File: config.mk
export PLATFORM = sky130hd
export DESIGN_NAME = sram_arbiter_flat
export DESIGN_NICKNAME = d
export VERILOG_FILES = /design/src/rtl/sram_arbiter_if.sv /design/src/rtl/sram_arbiter.sv /design/src/flat_wrapper.sv
export SDC_FILE = /design/constraint.sdc
export NUM_CORES = 1
export LEC_CHECK = 0
export BUFFER_PORTS_ARGS = -buffer_cell sky130_fd_sc_hd__buf_2
export CORE_UTILIZATION = 47
export CTS_BUF_LIST = sky130_fd_sc_hd__clkbuf_2 sky130_fd_sc_hd__clkbuf_4 sky130_fd_sc_hd__clkbuf_8
export CTS_CLUSTER_DIAMETER = 40
export DETAILED_ROUTE_END_ITERATION = 6
export PLACE_DENSITY_LB_ADDON = 0.15
export SETUP_SLACK_MARGIN = 0.1
export SLEW_MARGIN = 15
export SYNTH_ARGS = -nofsm -noshare
export SYNTH_HDL_FRONTEND = slang
export SYNTH_SLANG_ARGS = --single-unit
File: constraint.sdc
create_clock -name Clk -period 1.8 [get_ports Clk]
set_input_delay 0.27 -clock Clk [delete_from_list [all_inputs] [get_ports Clk]]
set_output_delay 0.27 -clock Clk [all_outputs]
set_load 0.05 [all_outputs]
File: src/rtl/sram_arbiter_if.sv
// sram_arbiter_if: requester handshake and SRAM strobe bundle for sram_arbiter.
interface sram_arbiter_if #(parameter int AW = 20);
    logic          req_cpu;
    logic          req_ld;
    logic          we_cpu;
    logic          we_ld;
    logic [AW-1:0] addr_cpu;
    logic [AW-1:0] addr_ld;
    logic [15:0]   wdata_cpu;
    logic [15:0]   wdata_ld;
    logic          ack_cpu;
    logic          ack_ld;
    logic [15:0]   rdata;
    logic          grant_id;
    logic          busy;
    logic          Mem_CE;
    logic          Mem_UB;
    logic          Mem_LB;
    logic          Mem_OE;
    logic          Mem_WE;
    logic [AW-1:0] ADDR;
    logic [15:0]   Data_write;
    logic          data_oe;
    logic [15:0]   Data_read;

    modport slave (
        input  req_cpu, req_ld, we_cpu, we_ld, addr_cpu, addr_ld, wdata_cpu, wdata_ld, Data_read,
        output ack_cpu, ack_ld, rdata, grant_id, busy, Mem_CE, Mem_UB, Mem_LB, Mem_OE, Mem_WE,
               ADDR, Data_write, data_oe
    );

    modport master (
        output req_cpu, req_ld, we_cpu, we_ld, addr_cpu, addr_ld, wdata_cpu, wdata_ld, Data_read,
        input  ack_cpu, ack_ld, rdata, grant_id, busy, Mem_CE, Mem_UB, Mem_LB, Mem_OE, Mem_WE,
               ADDR, Data_write, data_oe
    );
endinterface

File: src/rtl/sram_arbiter.sv
// sram_arbiter: round-robin arbiter sharing one async 16-bit SRAM between cpu and loader ports.
// Fixed-latency read (3 cycles) and write (4 cycles) sequences with registered strobes.
module sram_arbiter #(parameter int AW = 20) (
    input logic          Clk,
    input logic          Reset,
    sram_arbiter_if.slave bus
);
    typedef enum logic [2:0] {IDLE, RD1, RD2, WR1, WR2, WR3, DONE} state_t;

    state_t        state;
    logic          last_g;
    logic          win;
    logic          win_we;
    logic [AW-1:0] win_addr;
    logic [15:0]   win_wdata;

    always_comb begin
        win       = (bus.req_cpu && bus.req_ld) ? ~last_g : bus.req_ld;
        win_we    = win ? bus.we_ld : bus.we_cpu;
        win_addr  = win ? bus.addr_ld : bus.addr_cpu;
        win_wdata = win ? bus.wdata_ld : bus.wdata_cpu;
    end

    always_ff @(posedge Clk) begin
        if (!Reset) begin
            state          <= IDLE;
            last_g         <= 1'b1;
            bus.grant_id   <= 1'b0;
            bus.busy       <= 1'b0;
            bus.ack_cpu    <= 1'b0;
            bus.ack_ld     <= 1'b0;
            bus.rdata      <= '0;
            bus.ADDR       <= '0;
            bus.Data_write <= '0;
            bus.data_oe    <= 1'b0;
            bus.Mem_CE     <= 1'b1;
            bus.Mem_UB     <= 1'b1;
            bus.Mem_LB     <= 1'b1;
            bus.Mem_OE     <= 1'b1;
            bus.Mem_WE     <= 1'b1;
        end else begin
            bus.ack_cpu <= 1'b0;
            bus.ack_ld  <= 1'b0;
            case (state)
                IDLE: if (bus.req_cpu || bus.req_ld) begin
                    state          <= win_we ? WR1 : RD1;
                    last_g         <= win;
                    bus.grant_id   <= win;
                    bus.busy       <= 1'b1;
                    bus.ADDR       <= win_addr;
                    bus.Data_write <= win_wdata;
                    bus.data_oe    <= win_we;
                    bus.Mem_CE     <= 1'b0;
                    bus.Mem_UB     <= 1'b0;
                    bus.Mem_LB     <= 1'b0;
                    bus.Mem_OE     <= win_we;
                    bus.Mem_WE     <= 1'b1;
                end
                RD1: state <= RD2;
                WR1: begin
                    state      <= WR2;
                    bus.Mem_WE <= 1'b0;
                end
                WR2: begin
                    state      <= WR3;
                    bus.Mem_WE <= 1'b1;
                end
                RD2, WR3: begin
                    // rdata only captures on the read path so writes leave it intact
                    if (state == RD2)
                        bus.rdata <= bus.Data_read;
                    state       <= DONE;
                    bus.ack_cpu <= ~bus.grant_id;
                    bus.ack_ld  <= bus.grant_id;
                    bus.data_oe <= 1'b0;
                    bus.Mem_CE  <= 1'b1;
                    bus.Mem_UB  <= 1'b1;
                    bus.Mem_LB  <= 1'b1;
                    bus.Mem_OE  <= 1'b1;
                    bus.Mem_WE  <= 1'b1;
                end
                DONE: begin
                    state    <= IDLE;
                    bus.busy <= 1'b0;
                end
                default: begin
                    state       <= IDLE;
                    bus.busy    <= 1'b0;
                    bus.data_oe <= 1'b0;
                    bus.Mem_CE  <= 1'b1;
                    bus.Mem_UB  <= 1'b1;
                    bus.Mem_LB  <= 1'b1;
                    bus.Mem_OE  <= 1'b1;
                    bus.Mem_WE  <= 1'b1;
                end
            endcase
        end
    end
endmodule

File: src/flat_wrapper.sv
// flat-port wrapper written by rule: the top's interface ports become plain ports
module sram_arbiter_flat 
#(parameter int AW = 20)
  (Clk, Reset, bus_req_cpu, bus_req_ld, bus_we_cpu, bus_we_ld, bus_addr_cpu, bus_addr_ld, bus_wdata_cpu, bus_wdata_ld, bus_Data_read, bus_ack_cpu, bus_ack_ld, bus_rdata, bus_grant_id, bus_busy, bus_Mem_CE, bus_Mem_UB, bus_Mem_LB, bus_Mem_OE, bus_Mem_WE, bus_ADDR, bus_Data_write, bus_data_oe);
  sram_arbiter_if #(.AW(AW)) bus_i ();
  input logic Clk;
  input logic Reset;
  input wire logic [$bits(bus_i.req_cpu)-1:0] bus_req_cpu;
  input wire logic [$bits(bus_i.req_ld)-1:0] bus_req_ld;
  input wire logic [$bits(bus_i.we_cpu)-1:0] bus_we_cpu;
  input wire logic [$bits(bus_i.we_ld)-1:0] bus_we_ld;
  input wire logic [$bits(bus_i.addr_cpu)-1:0] bus_addr_cpu;
  input wire logic [$bits(bus_i.addr_ld)-1:0] bus_addr_ld;
  input wire logic [$bits(bus_i.wdata_cpu)-1:0] bus_wdata_cpu;
  input wire logic [$bits(bus_i.wdata_ld)-1:0] bus_wdata_ld;
  input wire logic [$bits(bus_i.Data_read)-1:0] bus_Data_read;
  output wire logic [$bits(bus_i.ack_cpu)-1:0] bus_ack_cpu;
  output wire logic [$bits(bus_i.ack_ld)-1:0] bus_ack_ld;
  output wire logic [$bits(bus_i.rdata)-1:0] bus_rdata;
  output wire logic [$bits(bus_i.grant_id)-1:0] bus_grant_id;
  output wire logic [$bits(bus_i.busy)-1:0] bus_busy;
  output wire logic [$bits(bus_i.Mem_CE)-1:0] bus_Mem_CE;
  output wire logic [$bits(bus_i.Mem_UB)-1:0] bus_Mem_UB;
  output wire logic [$bits(bus_i.Mem_LB)-1:0] bus_Mem_LB;
  output wire logic [$bits(bus_i.Mem_OE)-1:0] bus_Mem_OE;
  output wire logic [$bits(bus_i.Mem_WE)-1:0] bus_Mem_WE;
  output wire logic [$bits(bus_i.ADDR)-1:0] bus_ADDR;
  output wire logic [$bits(bus_i.Data_write)-1:0] bus_Data_write;
  output wire logic [$bits(bus_i.data_oe)-1:0] bus_data_oe;
  assign bus_i.req_cpu = bus_req_cpu;
  assign bus_i.req_ld = bus_req_ld;
  assign bus_i.we_cpu = bus_we_cpu;
  assign bus_i.we_ld = bus_we_ld;
  assign bus_i.addr_cpu = bus_addr_cpu;
  assign bus_i.addr_ld = bus_addr_ld;
  assign bus_i.wdata_cpu = bus_wdata_cpu;
  assign bus_i.wdata_ld = bus_wdata_ld;
  assign bus_i.Data_read = bus_Data_read;
  assign bus_ack_cpu = bus_i.ack_cpu;
  assign bus_ack_ld = bus_i.ack_ld;
  assign bus_rdata = bus_i.rdata;
  assign bus_grant_id = bus_i.grant_id;
  assign bus_busy = bus_i.busy;
  assign bus_Mem_CE = bus_i.Mem_CE;
  assign bus_Mem_UB = bus_i.Mem_UB;
  assign bus_Mem_LB = bus_i.Mem_LB;
  assign bus_Mem_OE = bus_i.Mem_OE;
  assign bus_Mem_WE = bus_i.Mem_WE;
  assign bus_ADDR = bus_i.ADDR;
  assign bus_Data_write = bus_i.Data_write;
  assign bus_data_oe = bus_i.data_oe;
  sram_arbiter #(.AW(AW)) u_core (.Clk(Clk), .Reset(Reset), .bus(bus_i));
endmodule
-- Yosys cells after proc, flatten, opt, wreduce, memory -nomap -nowiden
Index checks and enable logic that the tools add are counted.
- word-level logic and storage cells: 53
- input port bits: 94
- flip-flop bits (word level): 64
- reductions and logical operators: 13
- bitwise gates (word level): 5
- eq/ne operators: 7
- muxes and demuxes: 15
- operator list (operator ; number):
    2-to-1 mux 20 bit ; 1
    2-to-1 mux 16 bit ; 1
    one-hot mux 3 bit (5 select lines) ; 1
    AND reduction 2 bit ; 6
    == test 3 bit, second input constant ; 3
    one-hot mux 1 bit (2 select lines) ; 4
    == test 3 x 2 -> 1 bit, second input constant ; 2
    2-to-1 mux 1 bit ; 5
    inverter 1 bit ; 5
    OR reduction 5 bit ; 1
    OR reduction 2 bit ; 2
    OR reduction 4 bit ; 1
    == test 3 x 1 -> 1 bit, second input constant ; 1
    logical NOT 3 bit ; 1
    2-to-1 mux 3 bit ; 1
    one-hot mux 1 bit (3 select lines) ; 1
    2-to-1 mux 2 bit ; 1
    inequality test 2 x 1 -> 1 bit, second input constant ; 1
    logical AND 1 bit ; 1
    logical OR 1 bit ; 1

-- Logic depth before layout (Yosys ltp)
Gate-level depths: netlist of the first run.
- word-level depth: 6
- mapped depth: 6

-- Least setup slack after synthesis of the first run
No wires, ideal clock.
- path type: register to register
- from: register u_core.state[2]
- to: register u_core.bus.data_oe
- clock period less this slack: 1.402 ns
- arrival: 1.334 ns
- slack: 0.398 ns
- stages on the path, launching flop included: 7
- path buffers: 1
- cells stage by stage: dfxtp_1 -> buf_6 -> inv_1 -> ha_1 -> o21ai_0 -> or3_1 -> o2bb2ai_2
- cells in the longest elaborated chain, start to end: 4
- elaborated cells on any way between the ends: 10
- those cells by class: eq/ne (5); mux (1); bitwise (1); reduce/logical (3)
- RTL lines (item ; line ; RTL):
    from (decl) ; sram_arbiter.sv:10 ; state_t state;
    from (signal assigned) ; sram_arbiter.sv:46 ; state <= win_we ? WR1 : RD1;
    == test 3 bit, or another cell as far along ; sram_arbiter.sv:44 ; case (state)
    OR reduction 4 bit (no line) ; n/a ;
    inverter 1 bit (no line) ; n/a ;
    AND reduction 2 bit (no line) ; n/a ;
    to (signal assigned) ; sram_arbiter.sv:52 ; bus.data_oe <= win_we;
    to (decl) ; sram_arbiter_if.sv:29 ; ADDR, Data_write, data_oe
Parallel ways exist; a longest one is shown, timed or not.
A chain may end at the register's enable or synchronous reset.

-- Final worst setup path of the first run
- from: register u_core.state[0]
- to: register u_core.bus.data_oe
The elaborated chain is that of the path after synthesis.

==> impl_results.md, run 1 <==
- Run status: complete, no violations
- Register clock-pin slew on the reported worst setup and hold paths: 0.08 ns
- Aggregate negative setup slack: 0 ns
- Synth Cell Area: 0.002977 sq mm
- Cell internal pwr: 3.446 mW
- Top-level port count: 156
- Max Clock Skew: 0.01177 ns
- Multiplexer fraction of the synthesized cell area: 0.1278
- Worst hold margin: 0.1670 ns
- Via/cell ratio: 5.140
- Total number of clock tree sinks: 64
- Sequential standard cell area: 0.001281 sq mm
- Total Routing Usage GR: 0.2227
- Fin. Hold Viols: 0
- Final ANT Viol Nets: 0
- Reg-to-reg slack, setup: 0.28 ns
- Register area share after synthesis: 0.4304
- Max-slew violation total from the final report: 0
- Main synth FF type: sky130_fd_sc_hd__dfxtp_1
- Starting utilization of the core area: 0.4940
- Yosys Warn Count: 0
- Site row count: 28
- Synthesized Nets: 394
- Clock root cell: sky130_fd_sc_hd__clkbuf_8
- Number of levels in the clock H-tree: 3
- Crit path max fanout: 11
- Number of buffers inserted to repair setup after CTS: 0
- Category of the critical setup timing path: flop to flop
- Vias: 2709
- Clock share of power: 0.196
- Post-synthesis cell type with the largest combined area: sky130_fd_sc_hd__dfxtp_1
- Post-synth top cells: 64 x sky130_fd_sc_hd__dfxtp_1, 55 x sky130_fd_sc_hd__a21oi_1, 38 x sky130_fd_sc_hd__mux2i_1
- Combinational family with the most area after synthesis: compound AO/OA/AOI/OAI gates
- Sum of net half-perimeters after detailed placement: 5173 um
- Clk_lat worst skew: 0.33 ns
- Chip height: 81.58 um
- Antenna cells: 0
- Post-synthesis xor/xnor area fraction: 0
- Number of synthesized register bits: 64
- Final estimated routing congestion in global placement: 0.7325
- Routed wirelength normalized by instance count: 13.64 um
- Share of flip-flops with an asynchronous set or reset after synthesis: 0
- Worst Setup Start Kind: flop
- Compound-gate portion of the synthesized area: 0.2791
- Cells after Synth: 299
- Resized cells post-CTS: 0
- Pwr dens: 1596 mW/mm^2
- Area of combinational cells with multiple inputs: 0.001501 sq mm
- Slew HR: 0.6431
- Share of the synthesized area in the top cell type: 0.4304
- Full die area: 0.006655 sq mm
- CTS tree: done
- Core area: 0.006026 sq mm
- Combinational cell fraction of total power: 0.496
- IO buf count: 155
- Pre-antenna DRT Iters: 4
- Endpoint required time on the critical path: 2.06 ns
- Worst-case clock buffer depth: 2
- Actual slew at the worst max-slew pin: 0.5354 ns
- Syn-to-layout area delta: 35.10%
- Synth Area in Adders: 0.004203
- Share of cells above drive strength 1: 0.4912
- Tcrit/Tclk final: 0.8451
- Global-route wire length before repair: 11300 um
- DR DRC count: 0
- Minimum clock period: 1.521 ns
- Max frequency: 0.6574 GHz
- Simple-gate share of the synthesized area: 0.08827
- Count of endpoints failing setup in the final report: 0
- Count of unique library cells instantiated by Yosys: 39
- Leakage power: 1.806 nW
- Iteration-0 DRC Markers: 81
- Largest cells by area after synthesis: sky130_fd_sc_hd__dfxtp_1 43%, sky130_fd_sc_hd__mux2i_1 13%, sky130_fd_sc_hd__a211oi_2 13%
- Worst Path Arrival: 1.78 ns
- Antenna violations before repair: 0
- Number of buffers added by the clock tree synthesis step: 9
- RSZ-0062 raised after global routing: no
- Largest net degree at the start of global routing: 30
- MaxCap Viol Count: 0
- Mean Syn Cell Area: 9.955 sq um
- Tightest Hold Check Type: input port to flop
- Worst ir drop on vdd: 886.6 uV
- Number of nets at the end of the flow: 542
- Portion of total power attributed to sequential cells: 0.307
- Via count of the first global-routing pass: 2430
- Die X-Extent: 81.58 um
- Net switching share of the total power: 0.4631
- Remaining Overflow, GRT: 0
- Category of the worst setup path capture point: flop
- Total net switching power: 2.972 mW
- Hold buffer count at CTS: 0
- Dominant cell by count in the synthesized netlist: sky130_fd_sc_hd__dfxtp_1
- Fill cell count: 513
- Routed wire length: 7187 um
- Number of enable flip-flop cells after synthesis: 0
-- through the flow --
| step | utilization | power, mW | worst slack [ns] | instance area, sq um | instances |
|---|---|---|---|---|---|
| after detailed placement | 0.6331 | 5.200 | 0.3074 | 3815 | 511 |
| final | 0.6674 | 6.418 | 0.2788 | 4021 | 527 |
| after global routing | 0.6674 | 6.785 | 0.1296 | 4021 | 527 |
| after CTS | 0.6674 | 6.468 | 0.2861 | 4021 | 527 |
| after global placement | 0.6331 | 5.163 | 0.3376 | 3815 | 511 |
| after floorplan | - | 4.513 | 0.3978 | 2977 | 299 |
-- layer usage --
metal  global-route usage  vias up  share of wire
met1               0.2735     1237           0.44
met5                    0        -              0
met3              0.05333        4          0.057
li1                     -     1377              -
met2               0.3733       91           0.50
met4              0.08947        0         0.0058
-- final cells by class --
| class | instances | share of cell area |
|---|---|---|
| clock buffer | 11 | 0.03765 |
| multi-input combinational | 200 | 0.3734 |
| sequential | 64 | 0.3186 |
| tap | 75 | 0.02334 |
| clock inverter | 5 | 0.01369 |
| inverter | 4 | 0.003734 |
| timing repair buffer | 168 | 0.2296 |
-- flip-flops by register name (all words and copies together) (netlist names) --
name                   flops
u_core.last_g              1
u_core.bus.busy            1
u_core.bus.data_oe         1
u_core.bus.ADDR           20
u_core.bus.Data_write     16
u_core.bus.Mem_CE          1
u_core.state               3
u_core.bus.Mem_OE          1
u_core.bus.Mem_WE          1
u_core.bus.ack_ld          1
u_core.bus.grant_id        1
u_core.bus.ack_cpu         1
u_core.bus.rdata          16
-- power by group through the flow --
| stage | Clock [mW] | Combinational, mW | Sequential (mW) |
|---|---|---|---|
| floorplan | 0 | 1.41 | 3.10 |
| global placement | 0 | 3.17 | 2.00 |
| detailed placement | 0 | 3.20 | 2.00 |
| CTS | 1.28 | 3.21 | 1.97 |
| global route | 1.35 | 3.42 | 2.02 |
| finish | 1.26 | 3.19 | 1.97 |
-- final timing paths --
kind	start	to	cells past startpoint
worst max register to register	u_core.state[0]	u_core.bus.data_oe	4
worst max-delay path	u_core.state[0]	u_core.bus.data_oe	4
worst min-delay path	bus_Data_read[5]	u_core.bus.rdata[5]	3
worst min register to register	u_core.bus.grant_id	u_core.bus.ack_cpu	1
-- logic make-up after synthesis --
group	count (synthesis)
adders and majority gates	1
buffers and inverters	35
DFF	64
AOI/OAI and AO/OA	108
and+or+nand+nor	53
muxes	38
-- critical path, cell delays in order (launching register included) --
cell and delay [ns]:
sky130_fd_sc_hd__dfxtp_1 0.61, sky130_fd_sc_hd__ha_1 0.24, sky130_fd_sc_hd__o21ai_0 0.14, sky130_fd_sc_hd__or3_1 0.35, sky130_fd_sc_hd__o2bb2ai_2 0.11
-- layout by cell type, fill, tap and decap left out, types with 5 or more instances in the layout --
| cell type | instances |
|---|---|
| sky130_fd_sc_hd__mux2i_1 | 38 |
| sky130_fd_sc_hd__nor2_1 | 5 |
| sky130_fd_sc_hd__clkbuf_8 | 11 |
| sky130_fd_sc_hd__a21oi_1 | 55 |
| sky130_fd_sc_hd__dfxtp_1 | 64 |
| sky130_fd_sc_hd__a211oi_2 | 30 |
| sky130_fd_sc_hd__buf_2 | 155 |
| sky130_fd_sc_hd__o21ai_1 | 5 |
| sky130_fd_sc_hd__a211oi_1 | 7 |
| sky130_fd_sc_hd__buf_4 | 9 |
| sky130_fd_sc_hd__nand2_1 | 33 |
Note: power is estimated with default switching activity, not from simulation.
==> run 2: changes to the inputs <==
==> constraint.sdc (replaced) <==
create_clock -name Clk -period 1.4 [get_ports Clk]
set_input_delay 0.21 -clock Clk [delete_from_list [all_inputs] [get_ports Clk]]
set_output_delay 0.21 -clock Clk [all_outputs]
set_load 0.05 [all_outputs]
==> run 2 against run 1 <==
Sequential share of layout area decreased by 4.5 points. Setup slack got worse by 0.24 ns. Maximum frequency increased by 11%. Routed wire length grew 25%. Total power increased by 48%. Sequential power grew 31%. Clock power rose by 43%. Register-to-register slack got worse by 0.24 ns. First-iteration DRC count increased by 80%. Clock skew fell by 0.0022 ns. Via count up 8.7%. Highest routed layer unchanged.
==> impl_results.md, run 2 (synthesized netlist as in run 1, its figures left out) <==
- Minimum clock period: 1.365 ns (-0.1566 ns)
- Commonest cells after routing, fill and taps aside: 155 x sky130_fd_sc_hd__buf_2, 60 x sky130_fd_sc_hd__dfxtp_1, 49 x sky130_fd_sc_hd__a21oi_1
- DR DRC count: 0 (unchanged)
- Pwr dens: 2003 mW/mm^2 (+26%)
- Crit path max fanout: 8 (-3)
- Category of the worst setup path capture point: flop
- Share of cells above drive strength 1: 0.6295 (+0.1383)
- Via count of the first global-routing pass: 2671 (+9.9%)
- Leakage power: 2.044 nW (+13%)
- Tightest Hold Check Type: input port to flop
- Routed wirelength normalized by instance count: 16.32 um (+20%)
- Hold buffer count at CTS: 0 (unchanged)
- Actual slew at the worst max-slew pin: 0.3436 ns (-0.1918 ns)
- Max reg flops: 20 (unchanged)
- Iteration-0 DRC Markers: 146 (+80%)
- Crit path setup slack, layout: 0.03542 ns (-0.2434 ns)
- Category of the critical setup timing path: flop to flop
- Worst Setup Start Kind: flop
- Run status: complete, no violations
- Number of buffers added by the clock tree synthesis step: 9 (unchanged)
- Pre-antenna DRT Iters: 4 (unchanged)
- Worst ir drop on vdd: 1406 uV (+59%)
- IO buf count: 155 (unchanged)
- Sum of net half-perimeters after detailed placement: 5344 um (+3.3%)
- RSZ-0062 raised after global routing: yes
- Starting utilization of the core area: 0.4940 (unchanged)
- Number of levels in the clock H-tree: 3 (unchanged)
- Worst Path Arrival: 1.56 ns (-0.22 ns)
- CTS tree: done
- Aggregate negative setup slack: 0 ns (unchanged)
- Slew HR: 0.7710 (+0.1279)
- Die X-Extent: 81.58 um (unchanged)
- Via/cell ratio: 5.355 (+4.2%)
- Antenna cells: 0 (unchanged)
- Commonest non-fill, non-tap cell in the layout: sky130_fd_sc_hd__buf_2
- Max-slew violation total from the final report: 0 (unchanged)
- Total net switching power: 4.185 mW (+41%)
- Syn-to-layout area delta: 59.14%
- Endpoint required time on the critical path: 1.59 ns (-0.47 ns)
- Overall Power: 9.489 mW (+48%)
- Site row count: 28 (unchanged)
- Net switching share of the total power: 0.4410 (-0.02209)
- Number of nets at the end of the flow: 565 (+4.2%)
- Final ANT Viol Nets: 0 (unchanged)
- MaxCap Viol Count: 0 (unchanged)
- Tcrit/Tclk final: 0.9747 (+0.1296)
- Top-level port count: 156 (unchanged)
- Remaining Overflow, GRT: 0 (unchanged)
- Total number of clock tree sinks: 64 (unchanged)
- Final estimated routing congestion in global placement: 0.7113 (-2.9%)
- Global-route wire length before repair: 12540 um (+11%)
- Worst-case clock buffer depth: 2 (unchanged)
- Portion of total power attributed to sequential cells: 0.272 (-0.035)
- Fill cell count: 418 (-19%)
- Chip height: 81.58 um (unchanged)
- Routed wire length: 8978 um (+25%)
- Max frequency: 0.7328 GHz (+11%)
- Combinational cell fraction of total power: 0.538 (+0.042)
- Clk_lat worst skew: 0.32 ns (about the same)
- Max Clock Skew: 0.009603 ns (-0.002165 ns)
- Core area: 0.006026 sq mm (unchanged)
- Top flop regs: u_core.bus.ADDR (20), u_core.bus.Data_write (16), u_core.bus.rdata (16)
- Count of endpoints failing setup in the final report: 0 (unchanged)
- Cell internal pwr: 5.304 mW (+54%)
- Total Routing Usage GR: 0.2490 (+0.02625)
- Largest net degree at the start of global routing: 46 (+53%)
- Antenna violations before repair: 0 (unchanged)
- Placement-stage worst setup slack: -0.03216 ns (-0.3395 ns)
- Clock root cell: sky130_fd_sc_hd__clkbuf_8
- Fin. Hold Viols: 0 (unchanged)
- Register clock-pin slew on the reported worst setup and hold paths: 0.07 ns (about the same)
- Largest reg by FF count: u_core.bus.ADDR
- Vias: 2945 (+8.7%)
- Worst hold margin: 0.1159 ns (-0.05110 ns)
- Clock share of power: 0.189 (-0.007)
- Full die area: 0.006655 sq mm (unchanged)
## run 2: cell count changes in the layout (fill, tap and decap cells not counted), sizes merged
cell      change
buf          +18
bufinv        +1
clkbuf        +7
clkinv        -1
clkinvlp      -2
## run 2: worst paths after layout
| check | slack, ns | to | start | cells after the start |
|---|---|---|---|---|
| worst max-delay path | 0.04 | u_core.bus.ADDR[17] | u_core.last_g | 5 |
| worst max register to register | 0.04 | u_core.bus.ADDR[17] | u_core.last_g | 5 |
| worst min register to register | 0.42 | u_core.bus.ack_cpu | u_core.bus.grant_id | 1 |
| worst min-delay path | 0.12 | u_core.bus.rdata[8] | bus_Data_read[8] | 3 |
## run 2: stage by stage
| step | cell area (sq um) | std cells | utilization |
|---|---|---|---|
| 6_report | 4737 | 550 | 0.7861 |
| 5_1_grt | 4737 | 550 | 0.7861 |
| 4_1_cts | 4383 | 543 | 0.7274 |
| 3_5_place_dp | 3869 | 518 | 0.6420 |
| 3_3_place_gp | 3869 | 518 | 0.6420 |
| 2_1_floorplan | 2998 | 299 | - |
## run 2: timing repair
| item | CTS | global route |
|---|---|---|
| buffers inserted | 6 | 1 |
| gates cloned | 3 | 6 |
| endpoints found under the setup margin | 56 | 59 |
| gates resized for setup | 32 | 56 |
| pin swaps | 2 | 19 |
## run 2: power groups by stage
stage / logic (mW) / registers, mW / clock network (mW)
2_1_floorplan: 1.85 / 3.99 / 0
3_3_place_gp: 4.11 / 2.58 / 0
3_5_place_dp: 4.17 / 2.58 / 0
4_1_cts: 4.57 / 2.56 / 1.80
5_1_grt: 5.34 / 2.63 / 1.92
6_report: 5.11 / 2.58 / 1.80
## run 2: critical path, cell delays in order (launching register included)
cell	delay, ns
sky130_fd_sc_hd__dfxtp_4	0.36
sky130_fd_sc_hd__a21boi_4	0.20
sky130_fd_sc_hd__buf_6	0.16
sky130_fd_sc_hd__buf_12	0.17
sky130_fd_sc_hd__mux2i_2	0.25
sky130_fd_sc_hd__a211oi_2	0.09
## run 2: area by class of cell
cell class / instances / area [sq um] / share of cell area
Multi-Input combinational cell: 200 / 1792 / 0.3782
Inverter: 4 / 15.01 / 0.003170
Sequential cell: 64 / 1294 / 0.2731
Timing Repair Buffer: 191 / 1318 / 0.2781
Clock buffer: 13 / 160.2 / 0.03381
Tap cell: 75 / 93.84 / 0.01981
Clock inverter: 3 / 65.06 / 0.01373
## run 2: per-layer routing
layer	vias to the layer above	wire length, um	GRT usage
li1	1420	-	-
met1	1399	3812	0.3060
met2	112	4562	0.4233
met3	14	481	0.06333
met4	0	121	0.08246
met5	-	0	0
==> run 3: changes to the inputs <==
--- a/config.mk
+++ b/config.mk
@@ -6,7 +6,7 @@
 export NUM_CORES = 1
 export LEC_CHECK = 0
 export BUFFER_PORTS_ARGS = -buffer_cell sky130_fd_sc_hd__buf_2
-export CORE_UTILIZATION = 47
+export CORE_UTILIZATION = 50
 export CTS_BUF_LIST = sky130_fd_sc_hd__clkbuf_2 sky130_fd_sc_hd__clkbuf_4 sky130_fd_sc_hd__clkbuf_8
 export CTS_CLUSTER_DIAMETER = 40
 export DETAILED_ROUTE_END_ITERATION = 6
==> constraint.sdc (replaced) <==
create_clock -name Clk -period 1.8 [get_ports Clk]
set_input_delay 0.27 -clock Clk [delete_from_list [all_inputs] [get_ports Clk]]
set_output_delay 0.27 -clock Clk [all_outputs]
set_load 0.05 [all_outputs]
==> run 3 against run 2 <==
Critical path depth fell by 1. Final area fell by 15%. Die area fell by 5.9%. Routed wire length fell by 18%. Maximum frequency fell by 12%. Non-clock buffer count fell by 23. Global-route usage fell by 0.67 points. Critical endpoint is now u_core.bus.rdata[5]. Largest power group unchanged.
==> impl_results.md, run 3 (synthesized netlist as in run 1, its figures left out) <==
- Run status: complete, no violations
- Count of endpoints failing setup in the final report: 0 (unchanged)
- Clk_lat worst skew: 0.33 ns (about the same)
- Number of buffers added by the clock tree synthesis step: 9 (unchanged)
- Starting utilization of the core area: 0.5308 (+0.03681)
- Number of nets at the end of the flow: 542 (-4.1%)
- Worst ir drop on vdd: 813.1 uV (-42%)
- Number of buffers inserted to repair setup after CTS: 0 (-6)
- Crit path max fanout: 16 (+8)
- IO buf count: 155 (unchanged)
- Antenna violations before repair: 0 (unchanged)
- Site row count: 27 (-3.6%)
- Global-route wire length before repair: 11630 um (-7.3%)
- Register clock-pin slew on the reported worst setup and hold paths: 0.07 ns (about the same)
- Via/cell ratio: 5.260 (-1.8%)
- Clock root cell: sky130_fd_sc_hd__clkbuf_8
- Largest net degree at the start of global routing: 41 (-11%)
- DR DRC count: 0 (unchanged)
- Routed wirelength normalized by instance count: 14.02 um (-14%)
- Commonest non-fill, non-tap cell in the layout: sky130_fd_sc_hd__buf_2
- Sum of net half-perimeters after detailed placement: 5328 um (-0.30%)
- Total number of clock tree sinks: 64 (unchanged)
- Worst-case clock buffer depth: 2 (unchanged)
- Share of cells above drive strength 1: 0.4912 (-0.1383)
- Clock share of power: 0.205 (+0.016)
- Full die area: 0.006266 sq mm (-5.9%)
- Leakage power: 1.817 nW (-11%)
- Routed wire length: 7348 um (-18%)
- Master of the slowest instance on the critical path: sky130_fd_sc_hd__or3b_1
- Top flop regs: u_core.bus.ADDR (20), u_core.bus.Data_write (16), u_core.bus.rdata (16)
- Largest reg by FF count: u_core.bus.ADDR
- Remaining Overflow, GRT: 0 (unchanged)
- Worst Path Arrival: 1.75 ns (+0.19 ns)
- Iteration-0 DRC Markers: 111 (-24%)
- Final estimated routing congestion in global placement: 0.7634 (+7.3%)
- Max-slew violation total from the final report: 0 (unchanged)
- Combinational cell fraction of total power: 0.490 (-0.048)
- Category of the worst setup path capture point: flop
- Final ANT Viol Nets: 0 (unchanged)
- Pwr dens: 1609 mW/mm^2 (-20%)
- Max Clock Skew: 0.005242 ns (-0.004361 ns)
- Via count of the first global-routing pass: 2639 (-1.2%)
- Slew HR: 0.6412 (-0.1297)
- Portion of total power attributed to sequential cells: 0.304 (+0.032)
- Hold buffer count at CTS: 0 (unchanged)
- Net switching share of the total power: 0.4572 (+0.01622)
- Chip height: 79.16 um (-3.0%)
- Antenna cells: 0 (unchanged)
- Resized cells post-CTS: 0 (-100%)
- Tightest Hold Check Type: input port to flop
- Overall Power: 6.468 mW (-32%)
- Aggregate negative setup slack: 0 ns (unchanged)
- Total net switching power: 2.957 mW (-29%)
- CTS tree: done
- Die X-Extent: 79.16 um (-3.0%)
- Max frequency: 0.6485 GHz (-12%)
- Placement-stage worst setup slack: 0.2877 ns (+0.3199 ns)
- Max reg flops: 20 (unchanged)
- Commonest cells after routing, fill and taps aside: 155 x sky130_fd_sc_hd__buf_2, 64 x sky130_fd_sc_hd__dfxtp_1, 55 x sky130_fd_sc_hd__a21oi_1
- Category of the critical setup timing path: flop to flop
- Total Routing Usage GR: 0.2423 (-0.006700)
- Number of levels in the clock H-tree: 3 (unchanged)
- Actual slew at the worst max-slew pin: 0.5382 ns (+0.1946 ns)
- Minimum clock period: 1.542 ns (+0.1775 ns)
- Fin. Hold Viols: 0 (unchanged)
- Crit path setup slack, layout: 0.2579 ns (+0.2225 ns)
- Syn-to-layout area delta: 35.06%
- Cell internal pwr: 3.510 mW (-34%)
- Delay contributed by the slowest stage of the critical path: 0.60 ns (+0.24 ns)
- Vias: 2756 (-6.4%)
- Tcrit/Tclk final: 0.8567 (-0.1180)
- Worst Setup Start Kind: flop
- Pre-antenna DRT Iters: 4 (unchanged)
- Core area: 0.005608 sq mm (-6.9%)
- Top-level port count: 156 (unchanged)
- Cell Chain, Critical Path: buf_4 > or3b_1 > nand2_1 > a21oi_1
- RSZ-0062 raised after global routing: no
- MaxCap Viol Count: 0 (unchanged)
- Endpoint required time on the critical path: 2.01 ns (+0.42 ns)
run 3: cell types whose count changed in the layout (fill, tap and decap cells not counted), moves of 8 or more:
cell and change:
sky130_fd_sc_hd__buf_6 -9, sky130_fd_sc_hd__nand2_1 +8, sky130_fd_sc_hd__mux2i_2 -15, sky130_fd_sc_hd__mux2i_1 +24, sky130_fd_sc_hd__mux2i_4 -9
run 3: critical path: cells and delay by family, from the launching register on:
kind            cells  cell delay (ns)
simple gates        2             0.76
flops               1             0.39
compound gates      1             0.08
buf+inv             1             0.19
run 3: layout make-up:
class                      instances  area, sq um
clock buffer                      14        186.4
clock inverter                     2        35.03
fill                             477         1588
inverter                           4        15.01
multi-input combinational        200         1501
sequential                        64         1281
tap                               72        90.09
timing repair buffer             168        910.9
run 3: path summary, 6_finish.rpt:
path | from | endpoint | slack (ns) | cells past startpoint
min | bus_Data_read[1] | u_core.bus.rdata[1] | 0.17 | 3
max reg2reg | u_core.state[0] | u_core.bus.rdata[5] | 0.26 | 4
max | u_core.state[0] | u_core.bus.rdata[5] | 0.26 | 4
min reg2reg | u_core.bus.grant_id | u_core.bus.ack_cpu | 0.44 | 1
run 3: routing by layer:
metal | vias to the layer above | routed length, um | track usage
met5 | - | 0 | 0
met4 | 0 | 159 | 0.1255
met3 | 18 | 482 | 0.07931
met2 | 111 | 3560 | 0.3940
met1 | 1255 | 3146 | 0.2829
li1 | 1372 | - | -
run 3: power groups by stage:
stage / Clock (mW) / Sequential [mW] / Combinational, mW
floorplan: 0 / 3.10 / 1.41
global placement: 0 / 1.99 / 3.13
detailed placement: 0 / 1.99 / 3.18
CTS: 1.35 / 1.97 / 3.19
global route: 1.42 / 2.01 / 3.36
finish: 1.33 / 1.97 / 3.17
run 3: metrics by stage:
stage	cells	hold WS, ns	area [sq um]	util
final	524	0.1674	4020	0.7169
after global routing	524	0.1525	4020	0.7169
after CTS	524	0.1586	4020	0.7169
after detailed placement	508	0.4314	3799	0.6774
after global placement	508	0.4256	3799	0.6774
after floorplan	299	0.3500	2977	-
